==> src/rtl/pay_sequencer.sv <==
// pay_sequencer
//   Sequences a single vending purchase: start with a latched BCD price,
//   accumulate coin pulses, honour cancel/confirm/timeout, compute the
//   change or refund in BCD, hold the result display for SHOW_TIME seconds,
//   then report completion and return to idle.
//
// Optional build macro: PAY_SEQUENCER_AUTO_CONFIRM_EN
//   When defined, PAY settles with success automatically as soon as the
//   registered paid amount covers the price (cancel still wins).
//
// Ports
//   clk          system clock
//   EN           asynchronous active-low reset
//   start        1-cycle pulse, begins a transaction (needs a valid price)
//   price_ten    price tens digit, BCD
//   price_one    price ones digit, BCD
//   coin_one     1-cycle pulse, +1
//   coin_five    1-cycle pulse, +5
//   coin_ten     1-cycle pulse, +10
//   confirm      1-cycle pulse, request settlement
//   cancel       1-cycle pulse, abort with refund
//   busy         high outside IDLE
//   sec_left     remaining PAY seconds, binary
//   paid         accumulated amount, binary 0..99 (saturating)
//   endpay_en    result display enable
//   endpay_mode  0 = success, 1 = fail
//   returnten    change tens digit, BCD
//   returnone    change ones digit, BCD
//   vend         1-cycle pulse on successful sale (first SHOW cycle)
//   done         1-cycle pulse at transaction end (DONE state)
module pay_sequencer #(
  parameter int TICK_DIV    = 100000000,
  parameter int PAY_TIMEOUT = 30,
  parameter int SHOW_TIME   = 6
) (
  input  logic       clk,
  input  logic       EN,
  input  logic       start,
  input  logic [3:0] price_ten,
  input  logic [3:0] price_one,
  input  logic       coin_one,
  input  logic       coin_five,
  input  logic       coin_ten,
  input  logic       confirm,
  input  logic       cancel,
  output logic       busy,
  output logic [6:0] sec_left,
  output logic [6:0] paid,
  output logic       endpay_en,
  output logic       endpay_mode,
  output logic [3:0] returnten,
  output logic [3:0] returnone,
  output logic       vend,
  output logic       done
);

  localparam int DIV_W  = (TICK_DIV > 1) ? $clog2(TICK_DIV) : 1;
  localparam int SHOW_W = $clog2(SHOW_TIME + 1);
  localparam logic [DIV_W-1:0]  DIV_LAST  = DIV_W'(TICK_DIV - 1);
  localparam logic [SHOW_W-1:0] SHOW_LAST = SHOW_W'(SHOW_TIME - 1);
  localparam logic [6:0]        TIMEOUT_INIT = 7'(PAY_TIMEOUT);

  typedef enum logic [2:0] {
    S_IDLE,
    S_PAY,
    S_SETTLE,
    S_SHOW,
    S_DONE
  } state_t;

  state_t            r_state;
  logic [DIV_W-1:0]  r_div;
  logic [SHOW_W-1:0] r_show_cnt;
  logic [6:0]        r_price;
  logic [6:0]        r_paid;
  logic [6:0]        r_sec_left;
  logic              r_fail;
  logic              r_busy;
  logic              r_endpay_en;
  logic              r_endpay_mode;
  logic [3:0]        r_returnten;
  logic [3:0]        r_returnone;
  logic              r_vend;
  logic              r_done;

  logic              w_tick;
  logic [6:0]        w_price_in;
  logic              w_price_ok;
  logic [4:0]        w_coin_sum;
  logic [7:0]        w_paid_raw;
  logic [6:0]        w_paid_sat;
  logic              w_enough;
  logic              w_auto;
  logic              w_accept;
  logic [6:0]        w_change;
  logic [3:0]        w_ten;
  logic [3:0]        w_one;

  // One-second tick: last count of the divider, which restarts on every
  // state entry so each state sees whole seconds from its first cycle.
  assign w_tick = (r_div == DIV_LAST);

  // Price is only usable when both digits are BCD and the value is 1..99.
  assign w_price_in = ({3'b000, price_ten} * 7'd10) + {3'b000, price_one};
  assign w_price_ok = (price_ten <= 4'd9) && (price_one <= 4'd9) &&
                      (w_price_in != 7'd0);

  // All coin pulses of one cycle are summed, then paid saturates at 99.
  assign w_coin_sum = {4'b0000, coin_one} +
                      (coin_five ? 5'd5 : 5'd0) +
                      (coin_ten  ? 5'd10 : 5'd0);
  assign w_paid_raw = {1'b0, r_paid} + {3'b000, w_coin_sum};
  assign w_paid_sat = (w_paid_raw > 8'd99) ? 7'd99 : w_paid_raw[6:0];

  // Settlement decisions look at paid as registered before this cycle.
  assign w_enough = (r_paid >= r_price);

`ifdef PAY_SEQUENCER_AUTO_CONFIRM_EN
  assign w_auto = 1'b1;
`else
  assign w_auto = 1'b0;
`endif

  assign w_accept = (confirm | w_auto) & w_enough;

  // Refund the whole amount on fail, the excess on success.
  assign w_change = r_fail ? r_paid : (r_paid - r_price);
  assign w_ten    = 4'(w_change / 7'd10);
  assign w_one    = 4'(w_change % 7'd10);

  always_ff @(posedge clk or negedge EN) begin
    if (!EN) begin
      r_state       <= S_IDLE;
      r_div         <= '0;
      r_show_cnt    <= '0;
      r_price       <= '0;
      r_paid        <= '0;
      r_sec_left    <= '0;
      r_fail        <= 1'b0;
      r_busy        <= 1'b0;
      r_endpay_en   <= 1'b0;
      r_endpay_mode <= 1'b0;
      r_returnten   <= '0;
      r_returnone   <= '0;
      r_vend        <= 1'b0;
      r_done        <= 1'b0;
    end else begin
      r_vend <= 1'b0;
      r_done <= 1'b0;
      r_div  <= w_tick ? '0 : (r_div + DIV_W'(1));

      case (r_state)
        S_IDLE: begin
          if (start && w_price_ok) begin
            r_price    <= w_price_in;
            r_paid     <= '0;
            r_sec_left <= TIMEOUT_INIT;
            r_busy     <= 1'b1;
            r_div      <= '0;
            r_state    <= S_PAY;
          end
        end

        S_PAY: begin
          r_paid <= w_paid_sat;
          if (w_tick) begin
            r_sec_left <= r_sec_left - 7'd1;
          end
          if (cancel) begin
            r_fail  <= 1'b1;
            r_div   <= '0;
            r_state <= S_SETTLE;
          end else if (w_accept) begin
            r_fail  <= 1'b0;
            r_div   <= '0;
            r_state <= S_SETTLE;
          end else if (w_tick && (r_sec_left == 7'd1)) begin
            r_fail  <= 1'b1;
            r_div   <= '0;
            r_state <= S_SETTLE;
          end
        end

        S_SETTLE: begin
          r_returnten   <= w_ten;
          r_returnone   <= w_one;
          r_endpay_mode <= r_fail;
          r_endpay_en   <= 1'b1;
          r_vend        <= ~r_fail;
          r_show_cnt    <= '0;
          r_div         <= '0;
          r_state       <= S_SHOW;
        end

        S_SHOW: begin
          if (w_tick) begin
            if (r_show_cnt == SHOW_LAST) begin
              r_endpay_en <= 1'b0;
              r_done      <= 1'b1;
              r_paid      <= '0;
              r_sec_left  <= '0;
              r_returnten <= '0;
              r_returnone <= '0;
              r_div       <= '0;
              r_state     <= S_DONE;
            end else begin
              r_show_cnt <= r_show_cnt + SHOW_W'(1);
            end
          end
        end

        S_DONE: begin
          r_busy  <= 1'b0;
          r_div   <= '0;
          r_state <= S_IDLE;
        end

        default: begin
          r_busy  <= 1'b0;
          r_state <= S_IDLE;
        end
      endcase
    end
  end

  assign busy        = r_busy;
  assign sec_left    = r_sec_left;
  assign paid        = r_paid;
  assign endpay_en   = r_endpay_en;
  assign endpay_mode = r_endpay_mode;
  assign returnten   = r_returnten;
  assign returnone   = r_returnone;
  assign vend        = r_vend;
  assign done        = r_done;

endmodule

==> config.mk <==
export PLATFORM = sky130hd
export DESIGN_NAME = pay_sequencer
export DESIGN_NICKNAME = d
export VERILOG_FILES = /design/src/rtl/pay_sequencer.sv
export SDC_FILE = /design/constraint.sdc
export NUM_CORES = 1
export LEC_CHECK = 0
export BUFFER_PORTS_ARGS = -buffer_cell sky130_fd_sc_hd__buf_2
export CORE_MARGIN = 3
export CORE_UTILIZATION = 45
export DETAILED_ROUTE_END_ITERATION = 8
export HOLD_SLACK_MARGIN = 0.08
export PLACE_DENSITY = 0.66
export SYNTH_ARGS = -nofsm -noshare
export SYNTH_HDL_FRONTEND = slang
export SYNTH_SLANG_ARGS = --single-unit
export TNS_END_PERCENT = 20
==> constraint.sdc <==
create_clock -name clk -period 2.9 [get_ports clk]
set_input_delay 0.145 -clock clk [delete_from_list [all_inputs] [get_ports clk]]
set_output_delay 0.145 -clock clk [all_outputs]
set_load 0.01 [all_outputs]
* Yosys cells after proc, flatten, opt, wreduce, memory -nomap -nowiden
Index checks and enable logic that the tools add are counted.
** Word-level totals
- Flip-flop bits (word level) :: 68
- Bits in read-only memories :: 0
- Word-level logic and storage cells :: 109
- RAM bits :: 0
- Memories :: 0
- Latch bits :: 0
- Output and inout port bits :: 27
- Bits of input ports :: 16
** Operators by class
- Reduce and logical (&&, ||, !) cells :: 19
- $lt $le $gt $ge :: 4
- Muxes and demuxes :: 45
- Equal/unequal tests :: 13
- Add/subtract/negate cells :: 8
- Shift-type cells :: 0
- Multiply operators :: 1
- Bitwise gates (word level) :: 3
- Divide/modulo/power cells :: 2
** Operators by type and width (count)
- two-way mux 27 bit :: 7
- case mux 27 bit (4 select lines) :: 1
- two-way mux 7 bit :: 7
- case mux 7 bit (3 select lines) :: 2
- adder 27 x 1 -> 27 bit (second input constant) :: 1
- equality test 27 bit (second input constant) :: 1
- two-way mux 3 bit :: 9
- case mux 4 bit (2 select lines) :: 2
- two-way mux 4 bit :: 3
- case mux 3 bit (4 select lines) :: 1
- two-way mux 1 bit :: 10
- != test 2 bit (second input constant) :: 5
- adder 7 x 5 -> 8 bit :: 1
- > comparator 8 x 7 -> 1 bit (second input constant) :: 1
- less-or-equal comparator 4 bit (second input constant) :: 2
- AND reduction 4 bit :: 2
- adder 7 x 4 -> 7 bit :: 1
- divider 7 x 4 -> 7 bit (second input constant) :: 1
- equality test 7 x 1 -> 1 bit (second input constant) :: 1
- greater-or-equal comparator 7 bit :: 1
- modulo 7 x 4 -> 7 bit (second input constant) :: 1
- nonzero test 7 bit :: 1
- subtractor 7 x 1 -> 7 bit (second input constant) :: 1
- subtractor 7 bit :: 1
- other kinds (21) :: 32

* Logic depth before layout (Yosys ltp)
Gate-level depths: netlist of the first run.
- Depth after elaboration :: 7
- Mapped depth :: 16

* Worst setup path before layout of the first run
OpenSTA, ideal clock, no wires.
- Kind :: reg2reg
- Start :: reg r_paid[0], in the netlist paid[0]
- End :: reg r_returnone[2], in the netlist returnone[2]
- Arrival :: 3.176 ns
- Stages on the path, launching flop included :: 17
- Path slack :: -0.404 ns
- Period minus slack after synthesis :: 3.304 ns
- Library setup time :: 0.128 ns
- Path through :: dfrtp_1 inv_1 ha_1 inv_1 fa_1 nand3_1 a2111oi_0 or4_1 o211a_1 nand3_1 o31ai_1 a211oi_2 ha_1 inv_1 o21ba_2 o21ai_0 nand3_1
** On the way
- Longest elaborated chain between the ends :: 4
** RTL lines
- from (decl) :: line 75 : logic [6:0] r_paid;
- from (signal assigned) :: line 165 : r_paid <= w_paid_sat;
- subtractor 7 bit :: line 127 : assign w_change = r_fail ? r_paid : (r_paid - r_price);
- two-way mux 7 bit (*) :: line 127
- modulo 7 x 4 -> 7 bit (*) :: line 129 : assign w_one = 4'(w_change % 7'd10);
- case mux 4 bit (2 select lines) (*) :: line 152 : case (r_state)
- to (signal assigned) :: line 186 : r_returnone <= w_one;
- to (decl) :: line 82 : logic [3:0] r_returnone;
Mark *: on every way between the ends. The rest lies on a longest branch, timed or not.
A chain may end at the register's enable or synchronous reset.

* Final worst setup path of the first run
- Start :: reg r_paid[0], in the netlist paid[0]
- End :: reg r_returnone[1], in the netlist returnone[1]
Same word-level chain as after synthesis.

==> flow_metrics.py, run 1 <==
metrics = {
    "timing": {
        "timing.final.ws_setup_ps": -154,
        "tightest_slew_ps": 595,
        "slew_viol_final": 0,
        "hold_violations": 0,
        "rsz0062_at_grt": "yes",
        "period_share_pct": 105,
        "maxSlewHeadroom_pct": 60.0,
        "timing.hold.ws_ps": 202,
        "period_needed_ps": 3050,
        "setup-violations-final": 4,
        "finalClockSkew_ps": 11.7,
        "fmax_ghz": 0.327,
    },
    "logic_synthesis": {
        "syn_nets": 563,
        "synth_top_area_share_pct": 37.6,
        "syn_inst": 520,
        "syn_area_mm2": 0.00453,
        "postSynthAreaPerCell_um2": 8.71,
        "post-synth-top-area-cell": "dfrtp_1",
        "async_flop_share_pct": 100,
        "ys_seq_area_share_pct": 37.6,
        "yosys_warnings": 0,
        "yosysMostFrequentCell": "nor2_1",
        "synth_cell_types": 74,
        "synth_area_leaders": "dfrtp_1 38%, ha_1 6.1%, nor2_1 5.7%",
        "synthTopCellsByCount": "69 x nor2_1, 68 x dfrtp_1, 47 x nand2_1",
        "synth_flop_cell": "dfrtp_1",
        "synth_enable_flop_cells": 0,
        "ys_seq_elements": 68,
    },
    "clock_network": {
        "cts_tree": "built",
        "root_buffer": "clkbuf_8",
        "clkTransAtPathRegs_ps": 80,
        "htree_levels": 3,
        "cts_buffers": 9,
        "cts_buffer_depth": 2,
        "clock-sinks": 68,
        "insertion_delay_ps": 360,
    },
    "critical_path": {
        "path_depth": 15,
        "cp_common_cell": "inv_2",
        "critPathSlowestCell": "or4_4",
        "max_stage_delay_ps": 460,
        "path_max_fanout": 4,
        "arrival_ps": 3310,
        "cp-startpoint": "paid[0]",
        "cp_cell_sequence": "inv_2 > ha_4 > inv_2 > fa_2 > nand3_2 > a2111oi_1 > or4_4 > o211ai_2 > nand3_1 > a21oi_2 > a211oi_2 > ha_2 > nor2_1 > nor3b_1 > o41ai_2",
        "path_buf_inv": 2,
        "reg2reg_to": "returnone[1]",
        "cp-endpoint": "returnone[1]",
        "rr_worst_depth": 15,
        "path_delay_family": "simple AND/OR/NAND/NOR gates",
        "end_kind": "register",
        "required_ps": 3160,
        "ff2ff_setup_slack_ps": -150,
        "cp-start-kind": "register",
        "timing.rr.start": "paid[0]",
        "crit_type": "reg -> reg",
    },
    "layout": {
        "nets": 657,
        "fin_cells": 748,
        "finalCoreUtilization_pct": 58.9,
        "antenna_cells": 0,
        "drive_gt1_share_pct": 23.7,
        "areaGrowthSynthToFinish_pct": 23.6,
    },
    "floorplanning": {
        "rows": 35,
        "die-area_mm2": 0.0113,
        "die_height_um": 106,
        "die-width_um": 106,
        "pin_count": 43,
        "core_mm2": 0.00950,
        "start_util_pct": 47.7,
    },
    "hold_path": {
        "holdCritPathClass": "in -> reg",
        "worstHoldPathCells": 4,
    },
    "drt": {
        "dr_wl_met2_mm": 5.40,
        "wl_per_cell_um": 14.8,
        "ant_nets": 0,
        "drtIter0Drc": 175,
        "vias_per_cell": 5.50,
        "wl_met3_um": 542,
        "remaining_drc_errors": 0,
        "first_pass_iters": 4,
        "met1_length_mm": 4.95,
        "num_vias": 4111,
        "routed_wirelength_mm": 11.1,
        "highest_layer": "met4",
    },
    "pwr": {
        "powerDensity_mw_per_mm2": 403,
        "leakagePower_nw": 2.58,
        "ir_drop_mv": 0.227,
        "total_power_mw": 2.26,
    },
    "run": {
        "drv_cap": 0,
    },
    "global_route": {
        "grt_pass1_wl_mm": 18.9,
        "antenna_found_initial": 0,
        "grt_start_max_net_pins": 27,
        "gr-total-overflow": 0,
        "grt_pass1_vias": 3975,
        "track_usage_pct": 20.5,
    },
    "placed_design": {
        "io_buffer_count": 42,
        "place.gp.congestion": 0.880,
        "hpwl_mm": 8.32,
        "place_inst": 726,
    },
    "run_status": {
        "violations": "negative setup slack",
        "outcome": "complete, but fails checks",
    },
}
==> power by group <==
part	total, mW	internal (mW)	switching [mW]
registers	0.981	0.968	0.0122
clock network	0.890	0.511	0.380
logic	0.385	0.178	0.208
==> cell usage in the layout (no fill, tap or decap), types with 5 or more instances in the layout <==
cell type,n
nand3_1,24
xnor2_1,20
clkbuf_8,10
o21a_1,6
nand2_1,47
and3_1,9
buf_4,53
and2_1,5
xor2_1,15
o21ai_0,26
a21o_1,7
inv_1,28
buf_2,42
nand2b_1,5
nor2b_1,9
or3_1,7
o21ai_1,6
dfrtp_1,68
nor3_1,10
ha_1,19
nor2_1,68
a21oi_1,25
==> cell type report <==
type	count	area [um2]
Fill cell	848	3910
Multi-Input combinational cell	402	2720
Sequential cell	68	1700
Timing Repair Buffer	99	658
Tap cell	129	161
Clock buffer	11	141
Inverter	34	128
Clock inverter	5	85.1
==> flip-flops by register name, summed over array words and instances, names as in the netlist <==
register / count
r_fail: 1
returnone: 4
r_div: 27
r_show_cnt: 3
paid: 7
r_state: 3
vend: 1
returnten: 4
endpay_en: 1
done: 1
busy: 1
sec_left: 7
endpay_mode: 1
r_price: 7
==> metrics by stage <==
stage	area (um2)	setup WS, ps	TNS [ps]
finish	5600	-154	-339
global route	5600	-350	-1100
CTS	5520	-140	-363
detailed placement	5250	-259	-5050
global placement	5250	-85.9	-606
floorplan	4550	-136	-304
==> worst min-delay path by stage <==
stage | endpoint | slack, ps | from
2_1_floorplan | busy | -150 | EN
3_3_place_gp | r_div[24] | 150 | EN
3_5_place_dp | r_div[24] | 160 | EN
4_1_cts | r_price[1] | 200 | price_one[1]
5_1_grt | r_fail | 220 | confirm
6_report | r_price[1] | 200 | price_one[1]
==> cells by family (layout without fill, tap and decap cells) <==
logic type	count (synthesis)	after routing	share of synthesized area, %
buffers and inverters	50	149	4.23
xor gates and xnor gates	36	36	6.96
DFF	68	68	37.6
adders and majority gates	28	28	8.51
AOI/OAI and AO/OA	121	121	18.4
muxes	6	6	1.41
and+or+nand+nor	211	211	22.9
==> tightest hold or removal path: cells and delay by family <==
kind	cells	cell delay, ps
adder cells (fa/ha/maj)	1	150
buffers and inverters	1	90
AO/OA/AOI/OAI	1	70
AND/OR/NAND/NOR	1	60
==> metal layers <==
layer,vias to the layer above,track usage [%]
li1,2023,-
met1,1981,27.1
met2,88,34.3
met3,19,4.49
met4,0,5.00
met5,-,0
==> timing repair <==
action / in CTS / in global routing
endpoints found under the hold margin: 23 / 0
setup endpoints to repair: 4 / 10
pin swaps: 0 / 2
gates resized for setup: 5 / 12
buffers inserted: 0 / 3
hold buffers: 3 / 0
Note: power is estimated with default switching activity, not from simulation.
==> run 2, diff against run 1 <==
--- a/config.mk
+++ b/config.mk
@@ -11,6 +11,7 @@
 export DETAILED_ROUTE_END_ITERATION = 8
 export HOLD_SLACK_MARGIN = 0.08
 export PLACE_DENSITY = 0.66
+export SKIP_LAST_GASP = 1
 export SYNTH_ARGS = -nofsm -noshare
 export SYNTH_HDL_FRONTEND = slang
 export SYNTH_SLANG_ARGS = --single-unit
==> run 2 against run 1 <==
  * The flow still finishes with violations (negative setup slack)
  * Worst hold slack improved by 1.1 ps
  * Setup slack got worse by 90 ps
  * Sequential power barely moved
  * Combinational power barely moved
  * Via count fell by 0.75%
  * Total power rose by 0.22%
  * Core utilization rose by 0.066 points
  * Flip-flop and latch count did not move
  * Critical path depth did not move
  * Global-route usage fell by 0.16 points
  * Design area rose by 0.11%
  * Final cell count fell by 0.13%
  * Critical endpoint unchanged
  * Largest power group unchanged
==> flow_metrics.py, run 2 (synthesized netlist as in run 1, its figures left out) <==
metrics = {
    "run_status": {
        "outcome": "complete, but fails checks",
        "violations": "negative setup slack",
    },
    "pwr": {
        "ir_drop_mv": 0.238,
        "powerDensity_mw_per_mm2": 404,
        "leakagePower_nw": 2.58,
    },
    "placed_design": {
        "hpwl_mm": 8.32,
        "place.gp.congestion": 0.880,
        "io_buffer_count": 42,
        "place_inst": 726,
    },
    "drt": {
        "first_pass_iters": 4,
        "remaining_drc_errors": 0,
        "wl_per_cell_um": 15.0,
        "ant_nets": 0,
        "drtIter0Drc": 172,
        "num_vias": 4080,
        "vias_per_cell": 5.46,
        "routed_wirelength_mm": 11.2,
    },
    "timing": {
        "hold_violations": 0,
        "tightest_slew_ps": 594,
        "rsz0062_at_grt": "yes",
        "finalClockSkew_ps": 11.2,
        "timing.hold.ws_ps": 203,
        "fmax_ghz": 0.318,
        "period_needed_ps": 3140,
        "timing.final.ws_setup_ps": -244,
        "maxSlewHeadroom_pct": 60.1,
        "period_share_pct": 108,
        "setup-violations-final": 4,
        "slew_viol_final": 0,
    },
    "layout": {
        "nets": 656,
        "fin_cells": 747,
        "final_common_cell": "nor2_1",
        "antenna_cells": 0,
        "largest_reg_flops": 27,
        "top_register": "r_div",
        "drive_gt1_share_pct": 23.1,
        "layout_common_cells": "69 x nor2_1, 68 x dfrtp_1, 52 x buf_4, 47 x nand2_1, 42 x buf_2",
        "areaGrowthSynthToFinish_pct": 23.7,
    },
    "clock_network": {
        "htree_levels": 3,
        "cts_buffers": 9,
        "clkTransAtPathRegs_ps": 80,
        "cts_tree": "built",
        "root_buffer": "clkbuf_8",
        "clock-sinks": 68,
        "insertion_delay_ps": 360,
        "cts_buffer_depth": 2,
    },
    "critical_path": {
        "cp_cell_sequence": "inv_2 > ha_4 > inv_2 > fa_2 > nand3_4 > a2111oi_4 > or4_4 > o211a_1 > nand3_2 > o31ai_2 > a211oi_2 > ha_2 > inv_2 > o21a_1 > o41ai_2",
        "required_ps": 3150,
        "end_kind": "register",
        "cp-start-kind": "register",
        "arrival_ps": 3400,
        "path_delay_family": "compound AO/OA/AOI/OAI gates",
        "critPathSlowestCell": "or4_4",
        "path_max_fanout": 4,
        "max_stage_delay_ps": 520,
        "crit_type": "reg -> reg",
        "path_buf_inv": 3,
        "cp_common_cell": "inv_2",
    },
    "global_route": {
        "grt_pass1_vias": 3947,
        "grt_start_max_net_pins": 27,
        "antenna_found_initial": 0,
        "track_usage_pct": 20.3,
        "gr-total-overflow": 0,
        "grt_pass1_wl_mm": 18.7,
    },
    "run": {
        "drv_cap": 0,
    },
    "hold_path": {
        "holdCritPathClass": "in -> reg",
    },
    "floorplanning": {
        "die-area_mm2": 0.0113,
        "pin_count": 43,
        "start_util_pct": 47.7,
        "die_height_um": 106,
        "rows": 35,
        "die-width_um": 106,
        "core_mm2": 0.00950,
    },
}
==> run 2: per-layer routing <==
layer / global-route usage (%) / share of wire, %
met5: 0 / 0
met4: 5.00 / 1.6
met3: 4.49 / 3.8
met2: 33.8 / 49
met1: 27.0 / 46
==> run 2: final timing paths <==
| kind | slack (ps) | end | from | cells past startpoint |
|---|---|---|---|---|
| min in group asynchronous | 310 | r_div[24] | EN | 2 |
| min | 200 | r_price[1] | price_one[1] | 4 |
| min reg2reg | 470 | endpay_en | endpay_en | 2 |
| max in group asynchronous | 1850 | paid[1] | EN | 3 |
| max | -240 | returnone[1] | paid[0] | 15 |
| max reg2reg | -240 | returnone[1] | paid[0] | 15 |
==> run 2: report_power, final <==
part | internal, mW | switching [mW] | total [mW]
combinational | 0.178 | 0.211 | 0.388
clock | 0.511 | 0.382 | 0.893
sequential | 0.968 | 0.0118 | 0.980
==> run 2: final cells by class <==
| type | count | area [um2] |
|---|---|---|
| well taps | 129 | 161 |
| multi-input cells | 402 | 2740 |
| flip-flops and latches | 68 | 1700 |
| clock buffers | 11 | 141 |
| clock inverters | 5 | 85.1 |
| inverters | 34 | 128 |
| repair buffers | 98 | 651 |
| fillers | 842 | 3900 |
==> run 2: stage by stage <==
| step | worst slack, ps | total power, mW | util (%) | area [um2] | setup TNS, ps |
|---|---|---|---|---|---|
| 2_1_floorplan | -136 | 1.21 | - | 4550 | -304 |
| 3_3_place_gp | -85.9 | 1.35 | 55.2 | 5250 | -606 |
| 3_5_place_dp | -259 | 1.37 | 55.2 | 5250 | -5050 |
| 4_1_cts | -151 | 2.26 | 57.9 | 5510 | -429 |
| 5_1_grt | -425 | 2.37 | 59.0 | 5600 | -1750 |
| 6_report | -244 | 2.26 | 59.0 | 5600 | -766 |
==> run 2: worst reg2reg max path: cells and delay by family, from the launching register on <==
kind            cells  cell delay (ps)
flops               1              390
buf+inv             3              180
compound gates      6             1040
simple gates        3              720
fa+ha+maj           3              730
==> run 2: what timing repair did <==
item / CTS / global route
gates cloned: 0 / 0
setup endpoints to repair: 4 / 10
gates resized for setup: 1 / 16
pin swaps: 0 / 8
buffers inserted: 0 / 2
endpoints found under the hold margin: 23 / 0
hold buffers: 3 / 0
==> run 3, diff against run 2 <==
==> constraint.sdc (replaced) <==
create_clock -name clk -period 2.9 [get_ports clk]
set_input_delay 0.29 -clock clk [delete_from_list [all_inputs] [get_ports clk]]
set_output_delay 0.29 -clock clk [all_outputs]
set_load 0.01 [all_outputs]
==> run 3 against run 2 <==
  * The run still ends with negative setup slack left
  * Sequential power is essentially flat
  * Combinational power grew 2%
  * Flip-flop and latch count is the same
  * Worst hold slack lost 120 ps
  * Design area grew 0.31%
  * Clock power shrank 6.6%
  * Non-clock buffer count shrank 7
==> flow_metrics.py, run 3 (synthesized netlist as in run 1, its figures left out) <==
metrics = {
    "critical_path": {
        "path_max_fanout": 5,
        "cp_cell_sequence": "inv_2 > ha_4 > inv_2 > fa_2 > nand3_4 > a2111oi_4 > or4_4 > o211a_1 > nand3_2 > o31ai_4 > a211oi_2 > ha_2 > nor2_2 > nor3b_1 > o41ai_2",
        "reg2reg_to": "returnone[1]",
        "critPathSlowestCell": "or4_4",
        "required_ps": 3130,
        "rr_worst_depth": 15,
        "max_stage_delay_ps": 510,
        "arrival_ps": 3360,
        "timing.rr.start": "paid[0]",
        "cp-start-kind": "register",
        "end_kind": "register",
        "cp_common_cell": "inv_2",
        "ff2ff_setup_slack_ps": -230,
        "crit_type": "reg -> reg",
    },
    "timing": {
        "maxSlewHeadroom_pct": 34.8,
        "finalClockSkew_ps": 14.8,
        "period_needed_ps": 3130,
        "hold_violations": 0,
        "timing.final.ws_setup_ps": -228,
        "fmax_ghz": 0.320,
        "setup-violations-final": 4,
        "period_share_pct": 108,
        "slew_viol_final": 0,
        "rsz0062_at_grt": "yes",
        "tightest_slew_ps": 978,
    },
    "drt": {
        "first_pass_iters": 4,
        "routed_wirelength_mm": 11.0,
        "vias_per_cell": 5.52,
        "wl_per_cell_um": 14.9,
        "ant_nets": 0,
        "num_vias": 4087,
        "drtIter0Drc": 212,
        "remaining_drc_errors": 0,
    },
    "pwr": {
        "ir_drop_mv": 0.200,
        "leakagePower_nw": 2.55,
        "total_power_mw": 2.21,
        "powerDensity_mw_per_mm2": 393,
    },
    "layout": {
        "largest_reg_flops": 27,
        "top_register": "r_div",
        "drive_gt1_share_pct": 26.2,
        "design_area_mm2": 0.00562,
        "nets": 649,
        "antenna_cells": 0,
        "areaGrowthSynthToFinish_pct": 24.1,
        "layout_common_cells": "68 x nor2_1, 68 x dfrtp_1, 48 x buf_4, 47 x nand2_1, 42 x buf_2",
    },
    "clock_network": {
        "htree_levels": 3,
        "cts_hold_buf": 0,
        "cts_buffers": 9,
        "clock-sinks": 68,
        "root_buffer": "clkbuf_8",
        "cts_buffer_depth": 2,
        "insertion_delay_ps": 360,
        "clkTransAtPathRegs_ps": 80,
        "cts_tree": "built",
    },
    "floorplanning": {
        "rows": 35,
        "die-area_mm2": 0.0113,
        "die_height_um": 106,
        "start_util_pct": 47.7,
        "core_mm2": 0.00950,
        "pin_count": 43,
        "die-width_um": 106,
    },
    "placed_design": {
        "hpwl_mm": 8.17,
        "place.gp.congestion": 0.882,
        "io_buffer_count": 42,
        "placed_area_mm2": 0.00524,
    },
    "global_route": {
        "gr-total-overflow": 0,
        "grt_start_max_net_pins": 45,
        "grt_pass1_wl_mm": 18.5,
        "antenna_found_initial": 0,
        "grt_pass1_vias": 3978,
        "track_usage_pct": 20.2,
    },
    "run_status": {
        "violations": "negative setup slack",
        "outcome": "complete, but fails checks",
    },
    "run": {
        "drv_cap": 0,
    },
    "hold_path": {
        "holdCritPathClass": "in -> async",
    },
}
==> run 3: cell count changes in the layout (fill, tap and decap cells not counted), moves of 3 or more <==
| cell | delta |
|---|---|
| fa_1 | -3 |
| nand3_2 | +3 |
| a21oi_2 | +4 |
| a21oi_1 | -5 |
| dlygate4sd3_1 | -3 |
| nand3_1 | -3 |
| fa_2 | +3 |
| buf_4 | -4 |
==> run 3: layout make-up <==
cell class                 instances  area [um2]
tap                              129         161
fill                             833        3880
inverter                          34         128
clock buffer                      11         151
multi-input combinational        402        2830
timing repair buffer              91         591
clock inverter                     5        60.1
sequential                        68        1700
==> run 3: per-stage QoR <==
step                      hold WS, ps  setup WS, ps  cells  TNS, ps  util, %
after floorplan                 -5.59          -136    520     -260        -
after global placement            454          -119    722     -652     55.2
after global routing              179          -342    740    -3190     59.1
after CTS                         121          -142    738     -464     57.6
after detailed placement          460          -189    722    -1800     55.2
final                            84.3          -228    740     -766     59.1
==> run 3: worst max path at each step <==
stage,startpoint,to,cells after the start
floorplan,paid[0],returnone[2],16
global placement,paid[3],returnone[1],11
detailed placement,price_ten[1],sec_left[3],13
CTS,paid[0],returnone[1],15
global route,paid[0],returnone[2],16
finish,paid[0],returnone[1],15
==> run 3: repair_timing <==
action / CTS / global route
gates resized for setup: 4 / 32
pin swaps: 1 / 19
buffers inserted: 0 / 3
setup endpoints to repair: 4 / 32
==> run 3: metal layers <==
| metal | vias to the layer above | track usage (%) | routed length (um) |
|---|---|---|---|
| li1 | 2004 | - | - |
| met1 | 1944 | 26.1 | 4940 |
| met2 | 109 | 32.8 | 5330 |
| met3 | 30 | 3.46 | 418 |
| met4 | 0 | 9.62 | 329 |
| met5 | - | 0 | 0 |
==> run 3: worst max-delay path: cells and delay by family, from the launching register on <==
family	cells	cell delay, ps
buf+inv	2	110
fa+ha+maj	3	740
flops	1	390
compound gates	5	710
simple gates	5	1040
==> run 3: power by group <==
group	total (mW)	internal, mW	switching [mW]
clock network	0.834	0.445	0.388
registers	0.980	0.968	0.0122
logic	0.397	0.181	0.217
total	2.21	1.59	0.617
